## config.mk

```make
export PLATFORM = sky130hd
export DESIGN_NAME = mod_exp_engine
export DESIGN_NICKNAME = d
export VERILOG_FILES = /design/src/rtl/mod_exp_pkg.sv /design/src/rtl/mod_exp_engine_mod_mult.sv /design/src/rtl/mod_exp_engine.sv
export SDC_FILE = /design/constraint.sdc
export NUM_CORES = 1
export LEC_CHECK = 0
export CAP_MARGIN = 0
export CORE_ASPECT_RATIO = 1.2
export CORE_UTILIZATION = 30
export CTS_CLUSTER_DIAMETER = 120
export DETAILED_ROUTE_END_ITERATION = 12
export SLEW_MARGIN = 10
export SYNTH_ARGS = -nofsm -noshare
export SYNTH_HDL_FRONTEND = slang
export SYNTH_SLANG_ARGS = --single-unit
```

## constraint.sdc

```tcl
create_clock -name clk -period 14.3 [get_ports clk]
set_input_delay 1.43 -clock clk [delete_from_list [all_inputs] [get_ports clk]]
set_output_delay 1.43 -clock clk [all_outputs]
set_load 0.05 [all_outputs]
```

## src/rtl/mod_exp_pkg.sv

```systemverilog
// Shared definitions for the modular exponentiation engine: FSM state
// encoding and the one-hot operand-load select codes.
package mod_exp_pkg;

  typedef enum logic [2:0] {
    IDLE   = 3'd0,
    REDUCE = 3'd1,
    MUL    = 3'd2,
    SQR    = 3'd3,
    NEXT   = 3'd4,
    FIN    = 3'd5
  } state_t;

  localparam logic [2:0] SEL_EXP  = 3'b001;
  localparam logic [2:0] SEL_MOD  = 3'b010;
  localparam logic [2:0] SEL_BASE = 3'b100;

endpackage

```

## src/rtl/mod_exp_engine_mod_mult.sv

```systemverilog
// Blakley interleaved modular multiplier: P = A*B mod N, one bit of A per
// cycle MSB-first. A go cycle loads the operands; ack marks the last step.
module mod_mult #(
  parameter int WIDTH = 16
) (
  input  logic             clk,
  input  logic             rst_n,
  input  logic             i_go,
  input  logic [WIDTH-1:0] i_a,
  input  logic [WIDTH-1:0] i_b,
  input  logic [WIDTH-1:0] i_n,
  output logic             o_busy,
  output logic             o_ack,
  output logic [WIDTH-1:0] o_p
);

  localparam int CW = (WIDTH > 1) ? $clog2(WIDTH) : 1;
  localparam int AW = WIDTH + 2;

  logic [WIDTH-1:0] r_a;
  logic [WIDTH-1:0] r_b;
  logic [WIDTH-1:0] r_n;
  logic [AW-1:0]    r_acc;
  logic [CW-1:0]    r_cnt;
  logic             r_busy;

  logic [AW-1:0]    w_n_ext;
  logic [AW-1:0]    w_sum;
  logic [AW-1:0]    w_step;

  function automatic logic [AW-1:0] sub_if_ge(input logic [AW-1:0] v,
                                              input logic [AW-1:0] n);
    logic [AW-1:0] res;
    if (v >= n) begin
      res = v - n;
    end else begin
      res = v;
    end
    return res;
  endfunction

  // 2P + B stays below 3N, so two conditional subtractions fully reduce it.
  assign w_n_ext = {2'b00, r_n};
  assign w_sum   = {r_acc[AW-2:0], 1'b0} + (r_a[WIDTH-1] ? {2'b00, r_b} : {AW{1'b0}});
  assign w_step  = sub_if_ge(sub_if_ge(w_sum, w_n_ext), w_n_ext);

  assign o_busy = r_busy;
  assign o_ack  = r_busy & (r_cnt == {CW{1'b0}});
  assign o_p    = w_step[WIDTH-1:0];

  // Operand capture on go, then one multiplier bit per cycle.
  always_ff @(posedge clk or negedge rst_n) begin
    if (!rst_n) begin
      r_a    <= {WIDTH{1'b0}};
      r_b    <= {WIDTH{1'b0}};
      r_n    <= {WIDTH{1'b0}};
      r_acc  <= {AW{1'b0}};
      r_cnt  <= {CW{1'b0}};
      r_busy <= 1'b0;
    end else if (r_busy) begin
      r_acc <= w_step;
      r_a   <= {r_a[WIDTH-2:0], 1'b0};
      if (r_cnt == {CW{1'b0}}) begin
        r_busy <= 1'b0;
      end else begin
        r_cnt <= r_cnt - {{(CW-1){1'b0}}, 1'b1};
      end
    end else if (i_go) begin
      r_a    <= i_a;
      r_b    <= i_b;
      r_n    <= i_n;
      r_acc  <= {AW{1'b0}};
      r_cnt  <= CW'(WIDTH - 1);
      r_busy <= 1'b1;
    end else begin
      r_busy <= 1'b0;
    end
  end

endmodule

```

## src/rtl/mod_exp_engine.sv

```systemverilog
// Constant-time right-to-left square-and-multiply modular exponentiation
// engine built around a single Blakley modular multiplier.
module mod_exp_engine #(
  parameter int WIDTH = 16,
  parameter int SEL_W = 3
) (
  input  logic             clk,
  input  logic             rst_n,
  input  logic [WIDTH-1:0] din,
  input  logic [SEL_W-1:0] load_sel,
  input  logic             start,
  output logic             busy,
  output logic             done,
  output logic             error,
  output logic [WIDTH-1:0] result
);

  import mod_exp_pkg::*;

  localparam int IW = (WIDTH > 1) ? $clog2(WIDTH) : 1;
  localparam logic [IW-1:0]    LAST_IDX = IW'(WIDTH - 1);
  localparam logic [WIDTH-1:0] ONE      = {{(WIDTH-1){1'b0}}, 1'b1};

  state_t           r_state;
  state_t           w_state_nxt;

  logic [WIDTH-1:0] r_base;
  logic [WIDTH-1:0] r_exp;
  logic [WIDTH-1:0] r_mod;
  logic [WIDTH-1:0] r_n;
  logic [WIDTH-1:0] r_e;
  logic [WIDTH-1:0] r_b;
  logic [WIDTH-1:0] r_r;
  logic [IW-1:0]    r_idx;
  logic             r_zero;
  logic             r_busy;
  logic             r_done;
  logic             r_error;
  logic [WIDTH-1:0] r_result;

  logic             w_go;
  logic [WIDTH-1:0] w_a;
  logic [WIDTH-1:0] w_b;
  logic [WIDTH-1:0] w_n;
  logic             w_mm_busy;
  logic             w_mm_ack;
  logic [WIDTH-1:0] w_mm_p;
  logic             w_mod_zero;

  assign w_mod_zero = (r_mod == {WIDTH{1'b0}});

  assign busy   = r_busy;
  assign done   = r_done;
  assign error  = r_error;
  assign result = r_result;

  mod_mult #(.WIDTH(WIDTH)) u_mod_mult (
    .clk    (clk),
    .rst_n  (rst_n),
    .i_go   (w_go),
    .i_a    (w_a),
    .i_b    (w_b),
    .i_n    (w_n),
    .o_busy (w_mm_busy),
    .o_ack  (w_mm_ack),
    .o_p    (w_mm_p)
  );

  // FSM state register.
  always_ff @(posedge clk or negedge rst_n) begin
    if (!rst_n) begin
      r_state <= IDLE;
    end else begin
      r_state <= w_state_nxt;
    end
  end

  // Next state and multiplier launch. The reduce multiply launches in the
  // start cycle and each later MUL launches from NEXT, so every multiply
  // takes WIDTH+1 cycles with no idle gaps between them.
  always_comb begin
    w_state_nxt = r_state;
    w_go        = 1'b0;
    w_a         = r_r;
    w_b         = r_b;
    w_n         = r_n;
    case (r_state)
      IDLE: begin
        if (start && w_mod_zero) begin
          w_state_nxt = FIN;
        end else if (start) begin
          w_state_nxt = REDUCE;
          w_go        = 1'b1;
          w_a         = r_base;
          w_b         = ONE;
          w_n         = r_mod;
        end else begin
          w_state_nxt = IDLE;
        end
      end
      REDUCE: begin
        if (w_mm_ack) begin
          w_state_nxt = MUL;
        end else begin
          w_state_nxt = REDUCE;
        end
      end
      MUL: begin
        w_go = ~w_mm_busy;
        if (w_mm_ack) begin
          w_state_nxt = SQR;
        end else begin
          w_state_nxt = MUL;
        end
      end
      SQR: begin
        w_go = ~w_mm_busy;
        w_a  = r_b;
        if (w_mm_ack) begin
          w_state_nxt = NEXT;
        end else begin
          w_state_nxt = SQR;
        end
      end
      NEXT: begin
        if (r_idx == LAST_IDX) begin
          w_state_nxt = FIN;
        end else begin
          w_state_nxt = MUL;
          w_go        = 1'b1;
        end
      end
      FIN: begin
        w_state_nxt = IDLE;
      end
      default: begin
        w_state_nxt = IDLE;
      end
    endcase
  end

  // Operand registers; writable only while idle.
  always_ff @(posedge clk or negedge rst_n) begin
    if (!rst_n) begin
      r_exp  <= {WIDTH{1'b0}};
      r_mod  <= {WIDTH{1'b0}};
      r_base <= {WIDTH{1'b0}};
    end else if (r_state == IDLE) begin
      if ((load_sel & SEL_EXP) != 3'b000) begin
        r_exp <= din;
      end else begin
        r_exp <= r_exp;
      end
      if ((load_sel & SEL_MOD) != 3'b000) begin
        r_mod <= din;
      end else begin
        r_mod <= r_mod;
      end
      if ((load_sel & SEL_BASE) != 3'b000) begin
        r_base <= din;
      end else begin
        r_base <= r_base;
      end
    end else begin
      r_exp  <= r_exp;
      r_mod  <= r_mod;
      r_base <= r_base;
    end
  end

  // Working datapath and registered status outputs. Working copies are taken
  // from the pre-load operand values when a load coincides with start.
  always_ff @(posedge clk or negedge rst_n) begin
    if (!rst_n) begin
      r_n      <= {WIDTH{1'b0}};
      r_e      <= {WIDTH{1'b0}};
      r_b      <= {WIDTH{1'b0}};
      r_r      <= {WIDTH{1'b0}};
      r_idx    <= {IW{1'b0}};
      r_zero   <= 1'b0;
      r_busy   <= 1'b0;
      r_done   <= 1'b0;
      r_error  <= 1'b0;
      r_result <= {WIDTH{1'b0}};
    end else begin
      r_busy <= (w_state_nxt != IDLE);
      r_done <= (r_state == FIN);
      case (r_state)
        IDLE: begin
          if (start) begin
            r_n     <= r_mod;
            r_e     <= r_exp;
            r_r     <= ONE;
            r_idx   <= {IW{1'b0}};
            r_zero  <= w_mod_zero;
            r_error <= 1'b0;
          end
        end
        REDUCE: begin
          if (w_mm_ack) begin
            r_b <= w_mm_p;
          end
        end
        MUL: begin
          if (w_mm_ack && r_e[0]) begin
            r_r <= w_mm_p;
          end
        end
        SQR: begin
          if (w_mm_ack) begin
            r_b <= w_mm_p;
          end
        end
        NEXT: begin
          r_e   <= {1'b0, r_e[WIDTH-1:1]};
          r_idx <= r_idx + {{(IW-1){1'b0}}, 1'b1};
        end
        FIN: begin
          // r only stays unreduced when N=1 (initial 1 never multiplied).
          if (r_zero) begin
            r_result <= {WIDTH{1'b0}};
          end else if (r_r >= r_n) begin
            r_result <= r_r - r_n;
          end else begin
            r_result <= r_r;
          end
          r_error <= r_zero;
        end
        default: begin
          r_result <= r_result;
        end
      endcase
    end
  end

endmodule

```

==> results of run 1 <==
[tightest hold or removal path, stage by stage, from the launching register on]
cell and delay [ns]:
dfrtp_1 0.34, nand2_1 0.05, nand2_1 0.05
[metal layers]
layer / track usage [%] / vias up / routed length [um]
met3: 2.032 / 59 / 1553
li1: - / 4610 / -
met5: 0 / - / 0
met2: 26.49 / 246 / 15790
met1: 23.37 / 4770 / 15640
met4: 5.632 / 0 / 1087
[layout make-up]
class	instances	area, um^2
fill	4038	26080
multi-input combinational	958	6525
sequential	209	5230
tap	533	666.9
clock buffer	31	625.6
timing repair buffer	52	494.2
inverter	48	180.2
clock inverter	10	133.9
[metrics by stage]
step	utilization (%)	hold WS [ns]
4_1_cts	34.69	0.4676
2_1_floorplan	-	0.4304
3_3_place_gp	32.79	0.4479
3_5_place_dp	32.79	0.4543
6_report	34.69	0.4649
5_1_grt	34.69	0.4906
[kinds of logic after synthesis]
group,count (synthesis)
buffers and inverters,112
DFF,209
AOI/OAI and AO/OA,374
and+or+nand+nor,375
adders and majority gates,70
muxes,88
xor gates and xnor gates,51
[layout by cell type, fill, tap and decap left out, types with 4 or more instances in the layout]
| cell | netlist | routed |
|---|---|---|
| a21o_1 | 23 | 23 |
| a22oi_1 | 16 | 16 |
| xor2_1 | 19 | 19 |
| nor2_1 | 71 | 70 |
| buf_4 | 2 | 12 |
| clkbuf_1 | 53 | 6 |
| inv_1 | 47 | 47 |
| nand2_1 | 169 | 169 |
| o31a_1 | 4 | 4 |
| o211a_1 | 4 | 4 |
| mux2i_1 | 12 | 12 |
| nand4_1 | 10 | 10 |
| and2_1 | 22 | 21 |
| clkdlybuf4s50_1 | 0 | 39 |
| mux2i_2 | 5 | 5 |
| fa_1 | 4 | 4 |
| clkbuf_16 | 0 | 23 |
| o211ai_1 | 10 | 10 |
| nand2b_1 | 8 | 8 |
| ha_1 | 66 | 66 |
| a31oi_1 | 24 | 23 |
| mux2i_4 | 5 | 5 |
| xnor2_1 | 32 | 32 |
| o21a_1 | 15 | 15 |
| clkinv_2 | 0 | 4 |
| a221oi_1 | 20 | 20 |
| o21ai_1 | 42 | 42 |
| a22o_1 | 22 | 22 |
| nor4_1 | 4 | 4 |
| mux2_2 | 64 | 64 |
| dfrtp_1 | 209 | 209 |
| nor3_1 | 6 | 6 |
| nor2b_1 | 13 | 13 |
| and3_1 | 5 | 5 |
| o21ai_0 | 84 | 84 |
| nand3_1 | 43 | 43 |
| a21oi_1 | 77 | 77 |
| or2_2 | 5 | 5 |
| o21bai_1 | 4 | 4 |
| or3_1 | 5 | 5 |
[path summary, 6_finish.rpt]
| kind | start | cells past startpoint | slack [ns] | endpoint |
|---|---|---|---|---|
| worst max-delay path | u_mod_mult.r_a[15] | 28 | 6.57 | r_b[4] |
| worst min-delay path | u_mod_mult.r_b[4] | 2 | 0.46 | u_mod_mult.r_b[4] |
| worst max register to register | u_mod_mult.r_a[15] | 28 | 6.57 | r_b[4] |
| worst min register to register | u_mod_mult.r_b[4] | 2 | 0.46 | u_mod_mult.r_b[4] |
| max in group asynchronous | rst_n | 2 | 11.93 | u_mod_mult.r_acc[13] |
| min in group asynchronous | rst_n | 1 | 0.99 | u_mod_mult.r_n[12] |
[cells in the mapped netlist, drive strengths merged, types with 15 or more instances]
cell,n,area share [%]
mux2,66,6.2
clkbuf,53,1.6
a21o,23,1.4
xor2,19,1.4
and2,23,1.2
inv,47,1.4
a22oi,16,0.99
o21a,15,0.92
a31oi,24,1.2
a221oi,20,1.4
o21ai,127,5.2
nor2,71,2.2
nand2,169,5.2
ha,66,6.8
nand3,43,1.8
dfrtp,209,43
a21oi,78,3.2
a22o,22,1.6
mux2i,22,2.5
xnor2,32,2.3
==> flow_metrics.py, run 1 <==
metrics = {
    "die": {
        "io_pins": 41,
        "rows": 80,
        "die_area_um2": 41460,
        "die_x_um": 186.0,
        "start_util_pct": 30.53,
        "coreArea_um2": 39940,
        "die_height_um": 222.8,
    },
    "worst_setup_path": {
        "arrival_ns": 8.07,
        "slowest_delay_ns": 0.67,
        "cp_top_family": "compound AO/OA/AOI/OAI gates",
        "crit_type": "register to register",
        "end_kind": "register",
        "cp_num_buf_inv": 1,
        "path_max_fanout": 17,
        "start_kind": "register",
        "required_ns": 14.64,
        "cp_slowest_cell": "nor2b_1",
    },
    "outcome": {
        "status": "completed",
    },
    "finish": {
        "num_antenna_cells": 0,
        "drive_above_1_share_pct": 10.78,
        "area_growth_pct": 13.64,
        "nets": 1384,
        "finalNonFillerCells": 1841,
        "regMostFlops": "u_mod_mult.r_acc",
        "stdcell_area_um2": 13860,
        "largest_reg_flops": 17,
    },
    "drt": {
        "antenna_left": 0,
        "via_per_inst": 5.261,
        "drc": 0,
        "routed-via-count": 9685,
        "firstDrtPassIters": 5,
        "drtIter0Drc": 652,
        "routed_wl_um": 34070,
        "routedWlPerCell_um": 18.51,
    },
    "sta": {
        "relSlewSlack_pct": 23.26,
        "setup_slack_ns": 6.568,
        "max_freq_mhz": 129.3,
        "fin_crit_sh_pct": 54.07,
        "tns_ns": 0,
        "setup_viol": 0,
        "min_period_ns": 7.732,
        "timing_worst_slew_pin_value_ns": 1.147,
        "finalMaxSlewViolations": 0,
        "hold_violations": 0,
        "fin_skew_ns": 0.009060,
        "rsz0062_at_grt": "no",
    },
    "clocking": {
        "clk_latency_ns": 0.51,
        "clockBufferDepth": 3,
        "cts_tree": "done",
        "ctsHtreeMaxLevel": 1,
        "numCtsBuffers": 23,
        "cts-resized-gates": 0,
        "cts_hold_buf": 0,
        "clock-sinks": 209,
        "clk_pin_slew_ns": 0.06,
        "postCtsSetupRepairBufs": 0,
        "root_buffer": "clkbuf_16",
    },
    "placed_design": {
        "dpl_cell_area_um2": 13100,
        "place_inst": 1800,
        "dp_hpwl_um": 25270,
        "pre_cts_ws_ns": 6.559,
        "numPortBuffers": 40,
        "gp_congestion": 0.9060,
    },
    "global_routing": {
        "grt_overflow": 0,
        "gr-usage-all-layers_pct": 16.71,
        "grt_max_degree": 99,
        "antenna_found_initial": 0,
        "grt_pass1_wl_um": 53810,
        "grt_pass1_vias": 9358,
    },
    "synth": {
        "synth_xor_area_share_pct": 3.663,
        "synthAdderAreaFrac_pct": 7.429,
        "syn_area_per_cell_um2": 9.533,
        "synth_warnings": 0,
        "synth_top_family_by_area": "compound AO/OA/AOI/OAI gates",
        "syn-instance-count": 1279,
        "synth-seq-cells": 209,
        "async_flop_share_pct": 100.0,
        "syn_area_um2": 12190,
        "synth_seq_area_share_pct": 42.89,
        "synth_edf_count": 0,
        "synth_compound_area_share_pct": 19.56,
        "yosys.area_share.simple_pct": 14.08,
        "muxShareOfSynthArea_pct": 8.630,
        "ys_types": 72,
        "synth_fp_nets": 1371,
        "synth_flop_cell": "dfrtp_1",
    },
    "job": {
        "maxCapViolations": 0,
    },
    "min_path": {
        "holdCritPathClass": "register to register",
    },
}
Power of run 1 is left out: the tool's default activity adds up to more than one toggle a clock period on the data nets, which glitch-free logic cannot reach.
==> inputs of run 2 (changes only) <==
==> constraint.sdc (replaced) <==
create_clock -name clk -period 6.9 [get_ports clk]
set_input_delay 0.69 -clock clk [delete_from_list [all_inputs] [get_ports clk]]
set_output_delay 0.69 -clock clk [all_outputs]
set_load 0.05 [all_outputs]
==> run 2 against run 1 <==
Compared with the run above:
- count of clock-buffer cells in the layout is the same
- setup slack worse by 6.3 ns
- flip-flop and latch count did not move
- critical path depth up 1
- fmax is 17% higher
- final cell count is 2.7% higher
- die area did not move
- wire length hardly changed
- sequential share of layout area decreased by 1.4 points
==> flow_metrics.py, run 2 (synthesized netlist as in run 1, its figures left out) <==
metrics = {
    "outcome": {
        "status": "completed",
    },
    "sta": {
        "hold_violations": 0,
        "fin_crit_sh_pct": 95.92,
        "setup_viol": 0,
        "min_period_ns": 6.618,
        "relSlewSlack_pct": 25.97,
        "timing_worst_slew_pin_value_ns": 1.108,
        "max_freq_mhz": 151.1,
        "setup_slack_ns": 0.2819,
        "fin_skew_ns": 0.01097,
        "finalMaxSlewViolations": 0,
        "tns_ns": 0,
    },
    "job": {
        "maxCapViolations": 0,
    },
    "finish": {
        "finalNonFillerCells": 1891,
        "num_antenna_cells": 0,
        "regMostFlops": "u_mod_mult.r_acc",
        "area_growth_pct": 18.05,
        "largest_reg_flops": 17,
        "nets": 1437,
        "fillers": 4003,
        "layout_commonest_cell": "dfrtp_1",
        "drive_above_1_share_pct": 15.46,
        "stdcell_area_um2": 14390,
        "layout_common_cells": "dfrtp_1 (209), nand2_1 (169), o21ai_0 (84)",
    },
    "min_path": {
        "holdCritPathClass": "input port to asynchronous set/reset pin",
    },
    "worst_setup_path": {
        "cp_slowest_cell": "or4_1",
        "slowest_delay_ns": 0.52,
        "crit_type": "register to register",
        "required_ns": 7.32,
        "start_kind": "register",
        "end_kind": "register",
        "arrival_ns": 7.03,
        "path_max_fanout": 12,
    },
    "global_routing": {
        "grt_pass1_vias": 9819,
        "grt_overflow": 0,
        "grt_max_degree": 112,
        "grt_pass1_wl_um": 54910,
        "gr-usage-all-layers_pct": 16.81,
        "antenna_found_initial": 0,
    },
    "clocking": {
        "clockBufferDepth": 3,
        "clock-sinks": 209,
        "cts_tree": "done",
        "clk_latency_ns": 0.49,
        "numCtsBuffers": 21,
        "root_buffer": "clkbuf_16",
        "clk_pin_slew_ns": 0.07,
        "cts_hold_buf": 0,
        "ctsHtreeMaxLevel": 1,
    },
    "drt": {
        "routed-via-count": 9865,
        "drc": 0,
        "routed_wl_um": 34090,
        "routedWlPerCell_um": 18.03,
        "firstDrtPassIters": 5,
        "drtIter0Drc": 749,
        "via_per_inst": 5.217,
        "antenna_left": 0,
    },
    "die": {
        "die_height_um": 222.8,
        "die_area_um2": 41460,
        "coreArea_um2": 39940,
        "start_util_pct": 30.53,
        "rows": 80,
        "die_x_um": 186.0,
        "io_pins": 41,
    },
    "placed_design": {
        "numPortBuffers": 40,
        "place_inst": 1849,
        "dpl_cell_area_um2": 13460,
        "pre_cts_ws_ns": -0.4477,
        "gp_congestion": 0.9251,
        "dp_hpwl_um": 25320,
    },
}
==> run 2: cell types whose count changed in the layout (fill, tap and decap cells not counted), sizes merged <==
cell | previous run | this run
buf | 12 | 67
bufinv | 3 | 4
clkinv | 5 | 1
clkinvlp | 2 | 1
inv | 48 | 47
==> run 2: timing repair <==
action	4_1_cts	5_1_grt
gates cloned	0	0
buffers inserted	3	3
setup endpoints to repair	49	49
hold endpoints to repair	0	0
gates resized for setup	5	23
pin swaps	3	7
==> run 2: stage by stage <==
step	utilization (%)	hold WS, ns
6_report	36.04	0.2781
4_1_cts	35.65	0.3504
3_5_place_dp	33.71	0.4534
3_3_place_gp	33.71	0.4438
2_1_floorplan	-	0.3944
5_1_grt	36.04	0.3649
==> run 2: path summary, 6_finish.rpt <==
check	startpoint	end	slack, ns	cells after the start
setup / recovery	u_mod_mult.r_a[15]	r_r[0]	0.28	29
hold / removal	rst_n	result[9]	0.28	1
setup reg to reg	u_mod_mult.r_a[15]	r_r[0]	0.28	29
hold reg to reg	u_mod_mult.r_b[9]	u_mod_mult.r_b[9]	0.46	2
max in group asynchronous	rst_n	u_mod_mult.r_n[5]	5.29	2
min in group clk	u_mod_mult.r_b[9]	u_mod_mult.r_b[9]	0.46	2
==> run 2: worst max-delay path: cells and delay by family, from the launching register on <==
kind / cells / cell delay (ns)
AO/OA/AOI/OAI: 10 / 1.95
AND/OR/NAND/NOR: 8 / 1.79
multiplexers: 2 / 0.67
buffers and inverters: 5 / 0.77
adder cells (fa/ha/maj): 3 / 0.79
XOR/XNOR: 1 / 0.11
flip-flops: 1 / 0.42
==> run 2: layout make-up <==
cell class / instances / area [um^2] / area share (%)
clock buffers: 31 / 593.1 / 4.120
clock inverters: 5 / 127.6 / 0.8866
inverters: 48 / 180.2 / 1.252
multi-input cells: 958 / 6669 / 46.33
flip-flops and latches: 209 / 5230 / 36.34
well taps: 533 / 666.9 / 4.633
repair buffers: 107 / 927.1 / 6.441
==> run 2: layer usage <==
metal	global-route usage, %	routed length (um)
met1	23.07	15290
met2	28.17	16560
met3	1.574	1372
met4	4.231	865
met5	0	0
Power of run 2 is left out for the same reason.
==> inputs of run 3 (changes only) <==
--- a/config.mk
+++ b/config.mk
@@ -8,6 +8,7 @@
 export CAP_MARGIN = 0
 export CORE_ASPECT_RATIO = 1.2
 export CORE_UTILIZATION = 30
+export CTS_BUF_LIST = sky130_fd_sc_hd__clkbuf_8 sky130_fd_sc_hd__clkbuf_16
 export CTS_CLUSTER_DIAMETER = 120
 export DETAILED_ROUTE_END_ITERATION = 12
 export SLEW_MARGIN = 10
==> run 3 against run 2 <==
Compared with the run above:
- register-to-register slack barely moved
- wire length down 0.12%
- critical path type unchanged
- highest routed layer unchanged
- clock skew is essentially flat
- first-iteration DRC count increased by 1.5%
- largest cell class unchanged
- via count shrank 0.14%
- final cell count is the same
- count of clock-buffer cells in the layout decreased by 7
==> flow_metrics.py, run 3 (synthesized netlist as in run 1, its figures left out) <==
metrics = {
    "die": {
        "die_x_um": 186.0,
        "rows": 80,
        "die_area_um2": 41460,
        "io_pins": 41,
        "die_height_um": 222.8,
        "coreArea_um2": 39940,
        "start_util_pct": 30.53,
    },
    "worst_setup_path": {
        "cp_top_family": "compound AO/OA/AOI/OAI gates",
        "slowest_delay_ns": 0.52,
        "worst-path-stages": 29,
        "required_ns": 7.32,
        "cp_num_buf_inv": 5,
        "reg2reg_from": "u_mod_mult.r_a[15]",
        "reg2reg_depth": 29,
        "regToRegEndpoint": "r_r[0]",
        "crit_type": "register to register",
        "start_kind": "register",
        "path_max_fanout": 12,
        "r2r_setup_slack_ns": 0.28,
        "cp_slowest_cell": "or4_1",
        "crit_start": "u_mod_mult.r_a[15]",
        "end_kind": "register",
        "arrival_ns": 7.04,
    },
    "drt": {
        "firstDrtPassIters": 5,
        "antenna_left": 0,
        "routedWlPerCell_um": 18.00,
        "routed-via-count": 9851,
        "drc": 0,
        "drtIter0Drc": 760,
        "via_per_inst": 5.209,
        "routed_wl_um": 34050,
    },
    "sta": {
        "fin_skew_ns": 0.01084,
        "min_period_ns": 6.620,
        "hold_ws_ns": 0.2833,
        "setup_viol": 0,
        "fin_crit_sh_pct": 95.94,
        "timing_worst_slew_pin_value_ns": 1.107,
        "max_freq_mhz": 151.1,
        "finalMaxSlewViolations": 0,
        "hold_violations": 0,
        "relSlewSlack_pct": 26.02,
    },
    "clocking": {
        "clockBufferDepth": 3,
        "clk_pin_slew_ns": 0.07,
        "numCtsBuffers": 21,
        "root_buffer": "clkbuf_16",
        "cts_tree": "done",
        "ctsHtreeMaxLevel": 1,
        "clk_latency_ns": 0.49,
        "clock-sinks": 209,
    },
    "finish": {
        "fillers": 4003,
        "drive_above_1_share_pct": 15.46,
        "layout_commonest_cell": "dfrtp_1",
        "area_growth_pct": 18.05,
        "nets": 1437,
        "regMostFlops": "u_mod_mult.r_acc",
        "largest_reg_flops": 17,
        "final_util_pct": 36.04,
        "stdcell_area_um2": 14390,
        "num_antenna_cells": 0,
        "layout_common_cells": "dfrtp_1 (209), nand2_1 (169), o21ai_0 (84)",
    },
    "global_routing": {
        "antenna_found_initial": 0,
        "grt_overflow": 0,
        "grt_pass1_wl_um": 54910,
        "gr-usage-all-layers_pct": 16.81,
        "grt_pass1_vias": 9819,
        "grt_max_degree": 112,
    },
    "placed_design": {
        "dpl_cell_area_um2": 13460,
        "gp_congestion": 0.9251,
        "numPortBuffers": 40,
        "dp_hpwl_um": 25320,
    },
    "job": {
        "maxCapViolations": 0,
    },
    "outcome": {
        "status": "completed",
    },
    "min_path": {
        "holdCritPathClass": "input port to asynchronous set/reset pin",
    },
}
==> run 3: cell count changes in the layout (fill, tap and decap cells not counted) <==
cell      previous run  this run
clkbuf_1             7         0
inv_1               47        54
==> run 3: worst max-delay path by stage <==
stage	end	slack (ns)
after CTS	r_r[0]	0.04
after detailed placement	r_r[0]	-0.45
final	r_r[0]	0.28
after floorplan	r_r[10]	0.15
after global placement	r_b[10]	-0.33
after global routing	r_r[0]	-0.07
==> run 3: what timing repair did <==
action	CTS	global route
buffers inserted	3	3
hold buffers	0	0
pin swaps	3	7
endpoints found under the hold margin	0	0
setup endpoints to repair	49	49
resized for setup	5	23
==> run 3: layout make-up <==
cell class / instances / area, um^2 / share of cell area [%]
multi-input cells: 958 / 6669 / 46.33
inverters: 48 / 180.2 / 1.252
well taps: 533 / 666.9 / 4.633
flip-flops and latches: 209 / 5230 / 36.34
clock inverters: 12 / 153.9 / 1.069
clock buffers: 24 / 566.8 / 3.938
repair buffers: 107 / 927.1 / 6.441
==> run 3: routing by layer <==
layer  track usage [%]  vias up  share of wire, %
li1                  -     4726                 -
met5                 0        -                 0
met4             4.231        0               2.7
met3             1.574       40               3.8
met2             28.17      220                48
met1             23.07     4865                45
==> run 3: stage by stage <==
step                cells  setup WS (ns)  setup TNS, ns
floorplan            1279         0.1485              0
global placement     1849        -0.3333         -13.46
detailed placement   1849        -0.4477         -17.94
CTS                  1888        0.03698              0
global route         1891       -0.06838        -0.4940
finish               1891         0.2803              0
Power of run 3 is left out for the same reason.
